### src/rtl/sntrup_pkg.sv
// Shared constants, types and helper functions for the SNTRUP677
// small-polynomial sampling path.
package sntrup_pkg;

   localparam int unsigned P      = 677;
   localparam int unsigned COEF_W = 13;
   localparam logic [31:0] GOLDEN = 32'h9E3779B9;

   typedef logic signed [COEF_W-1:0] coef_t;

   typedef enum logic {StIdle, StRun} samp_state_e;

   function automatic logic [31:0] xorshift32_step(input logic [31:0] x);
      logic [31:0] y;
      y = x ^ (x << 13);
      y = y ^ (y >> 17);
      y = y ^ (y << 5);
      return y;
   endfunction

   // Top two bits of r*3 (18-bit product) give an almost uniform value in 0..2.
   function automatic coef_t ternary_map(input logic [15:0] r);
      logic [1:0] t;
      t = 2'(({2'b00, r} * 18'd3) >> 16);
      return coef_t'(signed'({1'b0, t}) - 3'sd1);
   endfunction

endpackage

### src/rtl/xs_lane.sv
// One xorshift32 lane: state register with seed load / step enables and
// a combinational ternary coefficient taken from the current state.
module xs_lane #(
   parameter int unsigned COEF_W = 13,
   parameter logic [31:0] INIT   = 32'h9E3779B9
) (
   input  logic              clk,
   input  logic              rst_n,
   input  logic              load,
   input  logic [31:0]       seed,
   input  logic              step,
   output logic [COEF_W-1:0] coef
);
   import sntrup_pkg::*;

   logic [31:0] state_q, state_d;
   logic [31:0] seeded;

   always_comb begin
      state_d = state_q;
      seeded  = seed ^ INIT;
      // A zero state would lock xorshift at zero forever.
      if (load) begin
         state_d = (seeded == 32'h0) ? 32'h1 : seeded;
      end else if (step) begin
         state_d = xorshift32_step(state_q);
      end
   end

   always_ff @(posedge clk or negedge rst_n) begin
      if (!rst_n) begin
         state_q <= INIT;
      end else begin
         state_q <= state_d;
      end
   end

   assign coef = COEF_W'(ternary_map(state_q[15:0]));

endmodule

### src/rtl/ternary_sampler_xs.sv
// Handshaked ternary coefficient sampler: LANES xorshift32 lanes emit
// ceil(P/LANES) beats per polynomial with last-beat marking and tail masking.
module ternary_sampler_xs #(
   parameter int unsigned LANES  = 1,
   parameter int unsigned P      = sntrup_pkg::P,
   parameter int unsigned COEF_W = sntrup_pkg::COEF_W,
   parameter logic [31:0] GOLDEN = sntrup_pkg::GOLDEN
) (
   input  logic                    clk,
   input  logic                    rst_n,
   input  logic                    seed_load,
   input  logic [31:0]             seed,
   input  logic                    start,
   output logic                    coef_valid,
   input  logic                    coef_ready,
   output logic [LANES*COEF_W-1:0] coef_data,
   output logic                    coef_last,
   output logic                    busy,
   output logic                    done
);
   import sntrup_pkg::*;

   localparam int unsigned NB     = (P + LANES - 1) / LANES;
   localparam int unsigned CNT_W  = (NB > 1) ? $clog2(NB) : 1;
   localparam int unsigned LAST_N = P - (NB - 1) * LANES;

   samp_state_e      state_q, state_d;
   logic [CNT_W-1:0] cnt_q, cnt_d;
   logic             done_q, done_d;
   logic             load, step, is_last;
   logic [COEF_W-1:0] lane_coef [LANES];

   assign is_last = (cnt_q == CNT_W'(NB - 1));

   always_comb begin
      state_d = state_q;
      cnt_d   = cnt_q;
      done_d  = 1'b0;
      load    = 1'b0;
      step    = 1'b0;
      unique case (state_q)
         StIdle: begin
            if (seed_load) begin
               load = 1'b1;
            end else if (start) begin
               step    = 1'b1;
               cnt_d   = '0;
               state_d = StRun;
            end
         end
         StRun: begin
            if (coef_ready) begin
               step = 1'b1;
               if (is_last) begin
                  state_d = StIdle;
                  done_d  = 1'b1;
               end else begin
                  cnt_d = cnt_q + CNT_W'(1);
               end
            end
         end
      endcase
   end

   always_ff @(posedge clk or negedge rst_n) begin
      if (!rst_n) begin
         state_q <= StIdle;
         cnt_q   <= '0;
         done_q  <= 1'b0;
      end else begin
         state_q <= state_d;
         cnt_q   <= cnt_d;
         done_q  <= done_d;
      end
   end

   assign coef_valid = (state_q == StRun);
   assign busy       = (state_q == StRun);
   assign coef_last  = (state_q == StRun) && is_last;
   assign done       = done_q;

   for (genvar i = 0; i < LANES; i++) begin : g_lane
      xs_lane #(
         .COEF_W (COEF_W),
         .INIT   (32'(GOLDEN * 32'(i + 1)))
      ) u_lane (
         .clk   (clk),
         .rst_n (rst_n),
         .load  (load),
         .seed  (seed),
         .step  (step),
         .coef  (lane_coef[i])
      );
      // Lanes past the end of the polynomial read zero on the final beat.
      if (i >= LAST_N) begin : g_mask
         assign coef_data[i*COEF_W +: COEF_W] = coef_last ? '0 : lane_coef[i];
      end else begin : g_pass
         assign coef_data[i*COEF_W +: COEF_W] = lane_coef[i];
      end
   end

endmodule

### config.mk
export PLATFORM = sky130hd
export DESIGN_NAME = ternary_sampler_xs
export DESIGN_NICKNAME = d
export VERILOG_FILES = /design/src/rtl/sntrup_pkg.sv /design/src/rtl/xs_lane.sv /design/src/rtl/ternary_sampler_xs.sv
export SDC_FILE = /design/constraint.sdc
export NUM_CORES = 1
export LEC_CHECK = 0
export BUFFER_PORTS_ARGS = -buffer_cell sky130_fd_sc_hd__buf_2
export CORE_MARGIN = 2
export CORE_UTILIZATION = 50
export CTS_CLUSTER_SIZE = 20
export DETAILED_ROUTE_END_ITERATION = 8
export PLACE_DENSITY = 0.72
export SKIP_LAST_GASP = 1
export SLEW_MARGIN = 20
export SYNTH_ARGS = -nofsm -noshare
export SYNTH_HDL_FRONTEND = slang
export SYNTH_SLANG_ARGS = --single-unit
### constraint.sdc
create_clock -name clk -period 6.35 [get_ports clk]
set_clock_uncertainty 0.05 [all_clocks]
set_input_delay 0.3175 -clock clk [delete_from_list [all_inputs] [get_ports clk]]
set_output_delay 0.3175 -clock clk [all_outputs]
set_load 0.02 [all_outputs]
; ---- Word level (Yosys, flattened, before mapping)
; Index checks and enable logic that the tools add are counted.
; Widths: inputs -> output; s select.
[totals]
output_inout_bits = 17
regBits = 44
elab_cells = 41
inputBits = 37
[op_classes]
bitwise_logic = 5
add_sub_neg = 2
eq_ne = 5
reduce_logical = 4
multipliers = 1
muxes = 20
[op_table]
columns = op, n
row1 = $mux 32, 3
row2 = $xor 32x32->32, 2
row3 = $mux 10, 4
row4 = $logic_not 32->1, 1
row5 = $xor 32x15->32, 1
row6 = $not 20->20, 1
row7 = $pmux 10 s2, 1
row8 = $mul 16x2->18 const B, 1
row9 = $add 10x1->10 const B, 1
row10 = $eq 10x10->1 const B, 1
row11 = $mux 1, 10
row12 = $ne 2x2->1 const B, 4
row13 = $pmux 1 s2, 2
row14 = $reduce_and 4->1, 1
row15 = $sub 2x1->3 const B, 1
row16 = $reduce_bool 2->1, 1
row17 = $logic_and 1x1->1, 1
row18 = $not 1->1, 1

; ---- Longest topological paths before layout
[depth]
depth_word = 5
depth_mapped = 8
depth_no_buf = 8

; ---- Cells and area by module
; Synthesis repeated with hierarchy kept, for this count alone.
[hier_totals]
hier_cells = 341
area_unflattened_um2 = 3427.0
[by_module_without_submodules]
columns = module, instances, area_per_inst_um2, seq_area_each_um2, cells_each
row1 = xs_lane, 1, 2725.1, 825.8, 268
row2 = ternary_sampler_xs, 1, 701.9, 300.3, 73

; ---- Worst setup path after synthesis
; No wires, ideal clock.
[synth_timing]
kind = flip-flop to output port
start = register g_lane[0].u_lane.state_q[4]
end = output port coef_data[10]
required_ps = 5983
path_slack_ps = 3586
path_buffers = 1
stages_incl_launch_ff = 9
arrival_ps = 2396
cell_sequence = dfstp_2 ha_1 a211oi_1 nor2_1 nor4_1 o21ai_0 a311oi_1 ha_1 buf_4
[synth_via]
elab_chain_cells = 2
[synth_lines]
columns = item, line_no
row1 = start: declaration, xs_lane.sv:16  ; logic [31:0] state_q, state_d;
row2 = start signal: assignment, xs_lane.sv:34  ; state_q <= state_d;
row3 = $mul 16x2->18, sntrup_pkg.sv:24  ; t = 2'(({2'b00, r} * 18'd3) >> 16);
row4 = $sub 2x1->3, sntrup_pkg.sv:25  ; return coef_t'(signed'({1'b0, t}) - 3'sd1);
row5 = end: declaration, ternary_sampler_xs.sv:16  ; output logic [LANES*COEF_W-1:0] coef_data,
; Every way passes these cells.

; ---- Worst setup path after layout
[layout_timing]
start = register g_lane[0].u_lane.state_q[4]
end = output port coef_data[4]
; Same word-level chain as after synthesis.

==> summary.txt <==
Run status
  – Status: completed

Worst setup path
  – Crit-path max FO: 11
  – Setup crit start: g_lane[0].u_lane.state_q[4]$_DFFE_PN1P_
  – Critical path capture point type: output port
  – Worst Path Required: roughly 6 ns
  – CP peak stage delay: just over 0.6 ns
  – CP bufs+invs: 1
  – Worst Setup Path Type: reg2out
  – R2r endpoint: cnt_q[7]$_DFFE_PN0P_
  – R2R Path Start: busy$_DFF_PN0_
  – Setup slack, reg-to-reg: roughly 3.8 ns
  – CP dominant cell by count: ha_1
  – Slowest-stage cell, CP: dfstp_2
  – R2R depth: 5
  – Critical Path Sink: coef_data[4]
  – WP data arrival: approximately 2.9 ns
  – Top delay family on crit path: compound AO/OA/AOI/OAI gates
  – Instance count on the critical path: 8
  – Worst setup SP type: register
  – Critical-path cell list: ha_1 > a211oi_1 > nor2_1 > nor4_1 > o21ai_0 > a311oi_1 > ha_1 > buf_2

Floorplanning
  – Die area: between 7000 and 8000 um^2
  – CORE AREA: 6720 um^2
  – Number of core rows: 30
  – Die height: 86.6 um
  – I/O pin count: between 50 and 60
  – Initial core utilization: between 50% and 60%
  – Die Wd: roughly 87 um

Timing
  – Worst-margin pin slew: 1.04 ns
  – Max_slew headroom: a little under a third
  – RSZ-0062 raised after global routing: false
  – Final setup viols: 0
  – Min cycle time layout: about 3.2 ns
  – Period utilization: between 50% and 60%
  – Final Hold Vio Count: 0
  – Fmax: 309 MHz
  – Setup_tns: 0 ns
  – Pins over their slew limit: 0

Logic synthesis
  – Synth Register Bits: 44
  – Mapped Nets: 418
  – Post-synthesis cell area: 3410 um^2
  – Async set or reset register ratio after synthesis: 100%
  – Sequential area share after synthesis: between 30% and 40%
  – Yosys cell types: 50
  – Syn Area/Cell: roughly 9.4 um^2
  – Synth area leader: dfrtp_1
  – Yosys warning count: 0
  – Post-synth top flop: dfrtp_1
  – Post-synth EDFFs: 0
  – Top-area cell type share of the netlist area: approximately 18%
  – Cells after Synth: about 360
  – Synth top area cells: dfrtp_1 (18%), dfstp_2 (15%), xnor2_1 (9.2%)

Routing
  – Vias: 2830
  – DR iter-0 viols: between 200 and 250
  – DRC viols: 0
  – Wirelength per Cell: between 15 and 20 um
  – Aggregate routed wire length: between 8 and 9 mm
  – Final ANT Viol Nets: 0
  – Initial DRT Pass Iterations: 4
  – Vias per cell: 5.86

Placement
  – IO Port Bufs: 53
  – GPL Wtd Cong: roughly 0.83
  – Hpwl dp: approximately 6.2 mm

Global routing
  – Met2 Use GR: around two fifths
  – Met3 Use GR: approximately 5.5%
  – First-pass GRT wire length: roughly 14 mm
  – Global routing usage on met1: approximately a third
  – Total track usage: a little under a quarter
  – Largest net degree at the start of global routing: 45
  – Grt peak-use layer: met2
  – Initial antenna violation count: 0
  – Grt ovf: 0
  – Vias in the first global route: about 2700

Clock network
  – CTS clk-pin slew, worst paths: roughly 0.090 ns
  – TritonCTS clock tree: yes
  – CTS buffer count: 5
  – Post-CTS Setup Repair Bufs: 0
  – Post-cts resize count: 0
  – Hold Buf Count CTS: 0
  – H-tree Lvls: 2
  – CTS max path bufs: 2
  – Root Driver: clkbuf_8
  – Clock net sink count: 44
  – Worst skew pair latency: around 0.30 ns

Final layout
  – Layout cell share with drive strength beyond 1: between 20% and 30%
  – Commonest non-fill, non-tap cell in the layout: buf_2
  – Register area: approximately 1100 um^2
  – FILL cells: between 500 and 600
  – Synth-to-Final Area Change: 10.8%
  – Final net count: between 400 and 500
  – Final core utilization: 56.3%
  – Multi-input gate area: 2050 um^2
  – Ant diodes: 0
  – Commonest non-fill, non-tap cells in the layout: buf_2 (52), xnor2_1 (36), nand2_1 (32), inv_1 (27), o21ai_0 (26)

Flow run
  – Max-Cap Viols: 0

Min path
  – Hold crit path type: in2reg
## Yosys cell counts (2+ instances only)
| cell | n |
|---|---|
| and3_1 | 3 |
| inv_1 | 27 |
| nand3_1 | 7 |
| ha_1 | 19 |
| or2_2 | 4 |
| nor4_1 | 2 |
| o211a_1 | 3 |
| and4b_1 | 2 |
| o21a_1 | 11 |
| o221ai_1 | 18 |
| o22ai_1 | 6 |
| a22oi_1 | 5 |
| nand2b_1 | 3 |
| dfstp_2 | 20 |
| nand4_1 | 6 |
| nor2_1 | 20 |
| o21ai_0 | 26 |
| buf_2 | 2 |
| nor4bb_1 | 2 |
| o211ai_1 | 2 |
| buf_4 | 12 |
| xnor3_1 | 8 |
| xor2_1 | 13 |
| a22o_1 | 2 |
| xnor2_1 | 36 |
| clkbuf_1 | 8 |
| nand2_1 | 32 |
| a21oi_1 | 14 |
| a21o_1 | 4 |
| xor3_1 | 2 |
| dfrtp_1 | 24 |
## flip-flops by register name, summed over array words and instances, names as in the netlist
register	count
g_lane.u_lane.state_q	32
busy	1
cnt_q	10
done	1
## layer usage
layer  share of wire (%)  vias up
met5                   0        -
li1                    -     1362
met1                  46     1360
met2                  47       94
met3                 5.4       14
met4                 2.0        0
## metrics by stage
stage          cells  worst slack [ns]  hold slack (ns)  cell area, um^2
2_1_floorplan    362              3.59          -0.0281             3410
3_3_place_gp     474              3.50            0.444             3660
3_5_place_dp     474              3.40            0.445             3660
4_1_cts          482              3.05            0.109             3770
5_1_grt          483              2.83            0.115             3780
6_report         483              3.12            0.125             3780
## cell families after synthesis
kind of cell,share of synthesized area (%)
simple gates,13.4
xor+xnor,19.2
buf+inv,7.22
fa+ha+maj,6.96
flops,33.0
compound gates,20.2
## layout make-up
class | count | area share [%]
clock inverter | 3 | 1.12
timing repair buffer | 57 | 7.93
sequential | 44 | 29.8
tap | 80 | 2.64
inverter | 27 | 2.68
multi-input combinational | 267 | 54.0
clock buffer | 5 | 1.82
## worst min path at each step
stage                     cells past startpoint                                       end     start
after floorplan                               0                            busy$_DFF_PN0_     rst_n
after CTS                                     2   g_lane[0].u_lane.state_q[5]$_DFFE_PN1P_   seed[5]
after global routing                          2   g_lane[0].u_lane.state_q[5]$_DFFE_PN1P_   seed[5]
after detailed placement                      2   g_lane[0].u_lane.state_q[5]$_DFFE_PN1P_   seed[5]
after global placement                        2  g_lane[0].u_lane.state_q[17]$_DFFE_PN1P_  seed[17]
final                                         2   g_lane[0].u_lane.state_q[5]$_DFFE_PN1P_   seed[5]
Power is not shown: default switching activity piles up to over one toggle a cycle in this logic, so the estimate is an artifact.
